## src/rtl/stopwatch_digits.sv

```systemverilog
// Four-digit BCD stopwatch: synchronized buttons, IDLE/RUN/PAUSE control and a sticky rollover flag.
// Define STOPWATCH_LAP_HOLD_EN to let the lap button freeze the displayed value.

module stopwatch_digits #(
  parameter int CLK_HZ  = 50_000_000,
  parameter int TICK_HZ = 100
) (
  input  logic        clk,
  input  logic        reset_n,
  input  logic        start_stop,
  input  logic        clear,
  input  logic        lap,
  output logic [15:0] digits,
  output logic        running,
  output logic        wrapped
);

  localparam int DIV = CLK_HZ / TICK_HZ;
  localparam int PW  = (DIV > 2) ? $clog2(DIV) : 1;
  localparam logic [PW-1:0] PRESC_LAST = PW'(DIV - 1);

  if ((CLK_HZ % TICK_HZ) != 0 || DIV < 2) begin : g_div_check
    $error("stopwatch_digits: CLK_HZ/TICK_HZ must be an integer >= 2");
  end

  typedef enum logic [1:0] {
    IDLE  = 2'd0,
    RUN   = 2'd1,
    PAUSE = 2'd2
  } state_t;

  // Adds one to a 4-digit BCD value; the top bit is the carry out of the last digit.
  function automatic logic [16:0] bcd_inc(input logic [15:0] v);
    logic [15:0] r;
    logic        c;
    r = v;
    c = 1'b1;
    for (int i = 0; i < 4; i++) begin
      if (c) begin
        if (v[4*i +: 4] == 4'd9) begin
          r[4*i +: 4] = 4'd0;
        end else begin
          r[4*i +: 4] = v[4*i +: 4] + 4'd1;
          c           = 1'b0;
        end
      end
    end
    return {c, r};
  endfunction

  // ---------------------------------------------------------------------------
  // Button synchronizers and rising-edge detectors: {lap, clear, start_stop}
  // ---------------------------------------------------------------------------
  logic [2:0] btn;
  logic [2:0] sync1;
  logic [2:0] sync2;
  logic [2:0] prev;
  logic [2:0] press;
  logic [1:0] settle;
  logic       ss_press;
  logic       clr_press;
  logic       lap_press;

  assign btn = {lap, clear, start_stop};

  always_ff @(posedge clk) begin
    if (!reset_n) begin
      sync1  <= '0;
      sync2  <= '0;
      prev   <= '0;
      settle <= '0;
    end else begin
      // NOTE: non-blocking assignments make each stage capture the previous
      // stage's old value, so the chain really is three distinct flops.
      sync1 <= btn;
      sync2 <= sync1;
      prev  <= sync2;
      if (settle != 2'd3) settle <= settle + 2'd1;
    end
  end

  // The chain restarts from zero after reset; the settle mask keeps a button
  // that was already held from looking like a fresh press while it refills.
  assign press     = (settle == 2'd3) ? (sync2 & ~prev) : 3'b000;
  assign ss_press  = press[0];
  assign clr_press = press[1];
  assign lap_press = press[2];

  // ---------------------------------------------------------------------------
  // Control and count datapath
  // ---------------------------------------------------------------------------
  state_t        state;
  logic [PW-1:0] presc;
  logic [15:0]   count;
  logic [15:0]   count_inc;
  logic [15:0]   count_next;
  logic          carry;
  logic          tick;
  logic          go_idle;

  always_comb begin
    // NOTE: every output of this block gets a value before any branch, so no
    // path can leave one unassigned and infer a latch.
    tick             = (state == RUN) && (presc == PRESC_LAST);
    go_idle          = (state == PAUSE) && clr_press;
    {carry, count_inc} = bcd_inc(count);
    count_next       = count;
    if (go_idle) begin
      count_next = '0;
    end else if (tick) begin
      count_next = count_inc;
    end
  end

`ifdef STOPWATCH_LAP_HOLD_EN
  logic hold;
  logic hold_next;

  always_comb begin
    hold_next = hold;
    if (go_idle) begin
      hold_next = 1'b0;
    end else if (lap_press && (state != IDLE)) begin
      hold_next = ~hold;
    end
  end

  always_ff @(posedge clk) begin
    if (!reset_n) begin
      hold <= 1'b0;
    end else begin
      hold <= hold_next;
    end
  end
`else
  logic unused_lap;
  assign unused_lap = lap_press;
`endif

  always_ff @(posedge clk) begin
    if (!reset_n) begin
      state   <= IDLE;
      presc   <= '0;
      count   <= '0;
      digits  <= '0;
      running <= 1'b0;
      wrapped <= 1'b0;
    end else begin
      count <= count_next;
`ifdef STOPWATCH_LAP_HOLD_EN
      digits <= hold_next ? digits : count_next;
`else
      digits <= count_next;
`endif

      // Prescaler only moves in RUN, so a pause resumes at the same phase.
      if (tick || go_idle) begin
        presc <= '0;
      end else if (state == RUN) begin
        presc <= presc + PW'(1);
      end

      if (tick && carry) begin
        wrapped <= 1'b1;
      end else if (go_idle) begin
        wrapped <= 1'b0;
      end

      case (state)
        IDLE: begin
          if (ss_press) begin
            state   <= RUN;
            running <= 1'b1;
          end
        end
        RUN: begin
          if (ss_press) begin
            state   <= PAUSE;
            running <= 1'b0;
          end
        end
        PAUSE: begin
          if (clr_press) begin
            state   <= IDLE;
            running <= 1'b0;
          end else if (ss_press) begin
            state   <= RUN;
            running <= 1'b1;
          end
        end
        default: begin
          state   <= IDLE;
          running <= 1'b0;
        end
      endcase
    end
  end

endmodule

```

## config.mk

```make
export PLATFORM = sky130hd
export DESIGN_NAME = stopwatch_digits
export DESIGN_NICKNAME = d
export VERILOG_FILES = /design/src/rtl/stopwatch_digits.sv
export SDC_FILE = /design/constraint.sdc
export NUM_CORES = 1
export LEC_CHECK = 0
export BUFFER_PORTS_ARGS = -buffer_cell sky130_fd_sc_hd__buf_2
export CAP_MARGIN = 20
export CORE_ASPECT_RATIO = 0.9
export CORE_MARGIN = 3
export CORE_UTILIZATION = 50
export DETAILED_ROUTE_END_ITERATION = 7
export HOLD_SLACK_MARGIN = 0.05
export PLACE_DENSITY = 0.76
export SYNTH_ARGS = -nofsm -noshare
export SYNTH_HDL_FRONTEND = slang
export SYNTH_SLANG_ARGS = --single-unit
export TNS_END_PERCENT = 50
```

## constraint.sdc

```tcl
create_clock -name clk -period 2.2 [get_ports clk]
set_clock_uncertainty 0.2 [all_clocks]
set_input_delay 0.22 -clock clk [delete_from_list [all_inputs] [get_ports clk]]
set_output_delay 0.22 -clock clk [all_outputs]
set_load 0.01 [all_outputs]
```

Word level (Yosys, flattened, before mapping):

Index checks and enable logic that the tools add are counted.

* add/sub/neg operators: 6
* $mul: 0
* div/mod/pow operators: 0
* order comparisons: 0
* equal/unequal tests: 10
* shift-type cells: 0
* muxes and demuxes: 22
* bitwise gates (word level): 3
* reductions and logical operators: 11

Operator list (number)
* $add 19x1->19 const B: 1
* $eq 19x19->1 const B: 1
* $add 4x1->4 const B: 4
* $eq 4x4->1 const B: 4
* $mux 4: 4
* $mux 1: 12
* $mux 2: 4
* $pmux 2 s3: 1
* $reduce_and 2->1: 3
* $eq 2x2->1 const B: 2
* $ne 2x2->1 const B: 2
* $reduce_or 2->1: 2
* $logic_and 1x1->1: 3
* $pmux 1 s3: 1
* $add 2x1->2 const B: 1
* $and 2x2->2: 1
* $eq 2x1->1 const B: 1
* $logic_not 2->1: 1
* $not 2->2: 1
* $reduce_bool 2->1: 1
* $logic_or 1x1->1: 1
* $not 1->1: 1

* register bits after elaboration: 47
* latch bits: 0
* RAM bits: 0
* bits in read-only memories: 0
* input bits: 5
* memories kept: 0

Depth between registers and ports, before layout:

Gate-level depths: netlist of run 1.

* depth in word-level cells: 7
* mapped depth: 7
* gate-level depth less buffers: 6

Worst setup path before layout of run 1:

OpenSTA, ideal clock, no wires.

* path type: flip-flop to flip-flop
* start: reg presc[5]
* end: reg presc[10]
* library setup time: 0.117 ns
* arrival time: 1.701 ns
* setup slack: 0.182 ns
* cell stages (with the launch flop): 7
* path buffers: 1
* period minus slack after synthesis: 2.018 ns
* path through: dfxtp_1 > or4b_4 > nor4_4 > nand2_1 > nand2_1 > buf_2 > nor2_1

* cells in the longest elaborated chain, start to end: 4
* elaborated cells between the ends (all ways): 5

Ends and longest elaborated chain
* from (decl): RTL line 93 `logic [PW-1:0] presc;`
* from (signal assigned): RTL line 160 `presc <= presc + PW'(1);`
* branches (longest 4 deep; another with $add 19x1->19)

Parallel ways; which one is timed is not known.
A chain may end at the register's enable or synchronous reset.

Final worst setup path of run 1:

* start: reg presc[5]
* end: reg count[14]

* cells in the longest elaborated chain, start to end: 3

Ends and longest elaborated chain
* $eq 19x19->1: RTL line 104 `tick = (state == RUN) && (presc == PRESC_LAST);`
* $logic_and 1x1->1: RTL line 104
* $reduce_and 2->1 (no line)
* to (signal assigned): RTL line 149 `count <= count_next;`
* to (decl): RTL line 94 `logic [15:0] count;`

No other way between the ends.

==> run summary, run 1 <==
Sw Pwr: 0.000306 W
CP arrival: 2.25 ns
TritonCTS Sinks: 47
Max-slew headroom: 0.593
number of distinct library cells after synthesis: 40
detailed-route wire length: 3900 µm
die span in y: 67.6 µm
Fillers: 323
# DRC: 0
initial core utilization: 0.543
post-route minimum period: 2.21 ns
f_max: 452 MHz
WL met1: 2000 µm
grt total ovfl: 0
CTS tree: built
Fin Setup TNS: -0.0133 ns
hold_sp: reset_n
post-synthesis cell count: 239
Post-DRT Antenna Nets: 0
Mapped Nets: 246
Clk pin slew, worst setup/hold paths: 0.09 ns
clock tree buffer depth: 2
die area: 0.00504 mm²
layout overhead on the synthesized area: 22.2%
core area: 0.00389 mm²
DP Worst Slack: 0.0347 ns
crit path from: presc[5]
status: finished, violations left
worst hold path type: input port to flop
Warnings, synthesis: 0
overall die width: 74.5 µm
CP endpoint kind: flop
CTS buffer count: 5
Pwr Total: 0.00157 W
vias in the first global route: 1468
later-pin clock latency in the skew report: 0.30 ns
total track usage: 0.159
Root Buffer: clkbuf_8
I/O Pins: 23
Comb pwr share: 0.036
syn_area_per_cell: 8.83 µm²
asr flop ratio synth: 0
multi-input logic area: 0.00117 mm²
pwr/cell area: 607 mW/mm²
fin crit share: 1.01
type of origin of the critical path: flop
wire per inst: 11.8 µm
first-pass GRT wire length: 6220 µm
Placed Cells: 316
antenna violations before repair: 0
switching part of the total power: 0.195
crit path max fanout: 5
Detailed Place HPWL: 2750 µm
Worst Max-Slew Pin Slew: 0.602 ns
Post-synth EDFFs: 0
Layout Nets: 289
P_leak: 1.07 nW
share of cells above drive strength 1: 0.216
largest net degree at the start of global routing: 19
Pre-Repair DR Iteration Count: 5
RSZ-0062 raised after global routing: true
Via-to-Cell Ratio: 5.19
routability cong.: 0.806
Post-Layout Cell Count: 329
sequential group share of total power: 0.556
flops & latches, synth: 47
Diodes inserted: 0
Synth Flop Type: dfxtp_1
WL met2: 1750 µm
WS Path Type: flop to flop
Clk network pwr share: 0.408
Fin. Hold Viols: 0
Seq/Total Area, Yosys: 0.446
P_int: 0.00126 W
row count: 21
port buffer count: 21
VDD IR max: 482 µV
failing checks: setup timing
storage element area: 943 µm²
routed length on met3: 110 µm
r2r startpoint: presc[5]
Max-cap violations: 0
via count: 1708
Final Setup Violations: 2
H-Tree Level Count: 2
max-slew violation count: 0
commonest non-fill, non-tap cell in the layout: dfxtp_1
Req. time, crit path: 2.24 ns
Syn Std Cell Area: 0.00211 mm²
commonest non-fill, non-tap cells in the layout: dfxtp_1, nor2_1, buf_2, nand2_1, buf_4
max layer used: met4
setup ws final: -0.0121 ns
DR iter-0 viols: 67
## worst max-delay path, stage by stage (launching register included)
cell and delay, ns:
dfxtp_2 0.33, or4b_4 0.54, nor4_4 0.26, buf_4 0.18, nand4_4 0.11, or3_4 0.42
a21oi_2 0.12
## per-layer routing
layer	vias up	global-route usage
met5	-	0
met4	0	0.0622
met3	4	0.0446
met2	15	0.243
met1	784	0.212
li1	905	-
## state kept, by name, indices dropped and copies added (netlist names)
signal   flops
wrapped      1
state        2
settle       2
presc       19
count       16
prev         2
sync1        2
sync2        2
running      1
## cell type report
class                      count  share of cell area
clock buffer                   6              0.0320
clock inverter                 2              0.0136
inverter                       3             0.00437
multi-input combinational    183               0.453
sequential                    47               0.366
tap                           46              0.0223
timing repair buffer          42               0.109
## power groups by stage
stage / clock network (W) / logic (W) / registers [W]
2_1_floorplan: 0 / 0.0000379 / 0.000890
3_3_place_gp: 0 / 0.0000538 / 0.000890
3_5_place_dp: 0 / 0.0000545 / 0.000891
4_1_cts: 0.000656 / 0.0000576 / 0.000871
5_1_grt: 0.000688 / 0.0000654 / 0.000872
6_report: 0.000639 / 0.0000569 / 0.000870
## synthesized netlist by cell type (2+ instances only)
| library cell | n | area, µm² |
|---|---|---|
| and2_1 | 9 | 56.3 |
| nor2b_1 | 10 | 62.6 |
| nor3b_1 | 3 | 22.5 |
| nand2_1 | 20 | 75.1 |
| xnor2_1 | 9 | 78.8 |
| nand3_1 | 8 | 40.0 |
| nand4_1 | 12 | 75.1 |
| or3_1 | 3 | 18.8 |
| and4_1 | 3 | 26.3 |
| xor2_1 | 17 | 149 |
| nor2_1 | 41 | 154 |
| nor3_1 | 4 | 20.0 |
| o21ai_0 | 6 | 30.0 |
| nor4bb_1 | 2 | 20.0 |
| nand3b_1 | 2 | 15.0 |
| inv_1 | 3 | 11.3 |
| ha_1 | 2 | 25.0 |
| nand2b_1 | 2 | 12.5 |
| dfxtp_1 | 47 | 941 |
| mux2i_1 | 6 | 60.1 |
| a21oi_1 | 8 | 40.0 |
| clkbuf_1 | 4 | 15.0 |
## logic make-up (layout without fill, tap and decap cells)
family,Yosys count,after routing,synth area share
mux,6,6,0.0285
compound gates,21,21,0.0599
xor+xnor,26,26,0.108
flops,47,47,0.446
fa+ha+maj,2,2,0.0119
simple gates,128,128,0.328
buf+inv,9,53,0.0184
## what timing repair did
action | 4_1_cts | 5_1_grt
hold buffers | 2 | 0
buffers inserted | 0 | 3
hold endpoints to repair | 2 | 0
resized for setup | 0 | 10
endpoints found under the setup margin | 0 | 7
## worst paths after layout
path / endpoint / slack, ns / depth (start not counted)
worst min-delay path: settle[1] / 0.07 / 2
worst max-delay path: count[14] / -0.01 / 6
worst min register to register: sync2[1] / 0.24 / 1
worst max register to register: count[14] / -0.01 / 6
## through the flow
step / utilization / hold WS, ns / cell area [µm²]
4_1_cts: 0.647 / 0.0662 / 2520
2_1_floorplan: - / 0.147 / 2110
3_3_place_gp: 0.612 / 0.217 / 2380
3_5_place_dp: 0.612 / 0.222 / 2380
5_1_grt: 0.663 / 0.0791 / 2580
6_report: 0.663 / 0.0671 / 2580
Power figures use the tool's default switching activity.
==> run 2, diff against run 1 <==
- PLACE_DENSITY: 0.76 -> not set
- PLACE_DENSITY_LB_ADDON: not set -> 0.25
==> run 2 against run 1 <==
  * The run now ends clean
  * Critical path depth is the same
  * Die area is the same
  * Sequential cell count is the same
  * Critical endpoint is now count[5]
  * Largest cell class unchanged
  * Largest power group unchanged
==> run summary, run 2 (synthesis results as in run 1) <==
status: complete, no violations
via count: 1713
Largest register FFs: 19
type of origin of the critical path: flop
commonest non-fill, non-tap cells in the layout: dfxtp_1, nor2_1, buf_2, nand2_1
Detailed Place HPWL: 2660 µm
end of the critical path: count[5]
# DRC: 0
wire per inst: 11.8 µm
VDD IR max: 407 µV
clock tree buffer depth: 2
Max-slew headroom: 0.592
setup ws final: 0.0519 ns
Req. time, crit path: 2.24 ns
WS Path Type: flop to flop
post-route minimum period: 2.15 ns
largest registers: presc: 19 flops, count: 16 flops
H-Tree Level Count: 2
RSZ-0062 raised after global routing: true
CP endpoint kind: flop
Diodes inserted: 0
CTS buffer count: 5
layout overhead on the synthesized area: 20.0%
vias in the first global route: 1500
Pwr Total: 0.00143 W
CP arrival: 2.19 ns
r2r startpoint: presc[5]
Via-to-Cell Ratio: 5.21
core area: 0.00389 mm²
fin crit share: 0.976
pwr/cell area: 566 mW/mm²
Pre-Repair DR Iteration Count: 4
initial core utilization: 0.543
routability cong.: 0.792
worst flop-to-flop path endpoint: count[5]
port buffer count: 21
total track usage: 0.165
commonest non-fill, non-tap cell in the layout: dfxtp_1
row count: 21
share of cells above drive strength 1: 0.191
P_leak: 1.06 nW
overall die width: 74.5 µm
crit path max fanout: 7
Post-DRT Antenna Nets: 0
CTS tree: built
Largest Register: presc
Worst Max-Slew Pin Slew: 0.603 ns
Fin. Hold Viols: 0
cells on worst reg2reg path: 6
later-pin clock latency in the skew report: 0.30 ns
antenna violations before repair: 0
max-slew violation count: 0
worst hold path type: input port to flop
detailed-route wire length: 3880 µm
DP Worst Slack: 0.0686 ns
grt total ovfl: 0
Root Buffer: clkbuf_8
die area: 0.00504 mm²
first-pass GRT wire length: 6390 µm
largest net degree at the start of global routing: 19
TritonCTS Sinks: 47
die span in y: 67.6 µm
DR iter-0 viols: 92
Max-cap violations: 0
Clk pin slew, worst setup/hold paths: 0.09 ns
crit path from: presc[5]
Final Setup Violations: 0
f_max: 466 MHz
Layout Nets: 289
I/O Pins: 23
flop2flop setup slack: 0.05 ns
run 2: final cells by class:
| type | count | area [µm²] |
|---|---|---|
| clock buffers | 5 | 68.8 |
| clock inverters | 3 | 15.0 |
| fillers | 368 | 1360 |
| inverters | 3 | 11.3 |
| multi-input cells | 183 | 1140 |
| flip-flops and latches | 47 | 942 |
| well taps | 46 | 57.6 |
| repair buffers | 42 | 293 |
run 2: worst min-delay path by stage:
stage / start / to / slack [ns] / cells past startpoint
finish: reset_n / running / 0.05 / 2
global route: reset_n / running / 0.07 / 2
CTS: reset_n / running / 0.05 / 2
detailed placement: sync1[0] / sync2[0] / 0.23 / 1
global placement: sync1[1] / sync2[1] / 0.21 / 1
floorplan: start_stop / sync1[0] / 0.15 / 1
run 2: repair_timing:
action,CTS,global route
buffers inserted,0,2
hold buffers,2,0
setup endpoints to repair,0,3
endpoints found under the hold margin,2,0
gates resized for setup,0,4
run 2: worst max-delay path, stage by stage (launching register included):
cell and delay (ns):
dfxtp_2 0.32, or4b_4 0.54, nor4_4 0.31, buf_12 0.16, nand3_1 0.09, or3_1 0.32, a21oi_1 0.14
run 2: metal layers:
metal  track usage  wire length [µm]  share of wire
met2         0.253              1710           0.44
met4        0.0733                65          0.017
met3        0.0402               150          0.039
met5             0                 0              0
met1         0.219              1950           0.50
run 2: where the power goes:
part | switching (W) | leakage, nW | total (W) | internal [W]
clock | 0.000287 | 0.0477 | 0.000504 | 0.000218
sequential | 0.00000718 | 0.381 | 0.000871 | 0.000864
combinational | 0.0000276 | 0.628 | 0.0000572 | 0.0000296
run 2: metrics by stage:
stage               instances   util  instance area (µm²)  hold slack (ns)  setup TNS [ns]
CTS                       327  0.644                 2500           0.0533               0
detailed placement        317  0.617                 2400            0.226               0
global placement          317  0.617                 2400            0.215               0
global route              329  0.651                 2530           0.0698          -0.168
floorplan                 239      -                 2110            0.147               0
finish                    329  0.651                 2530           0.0532               0
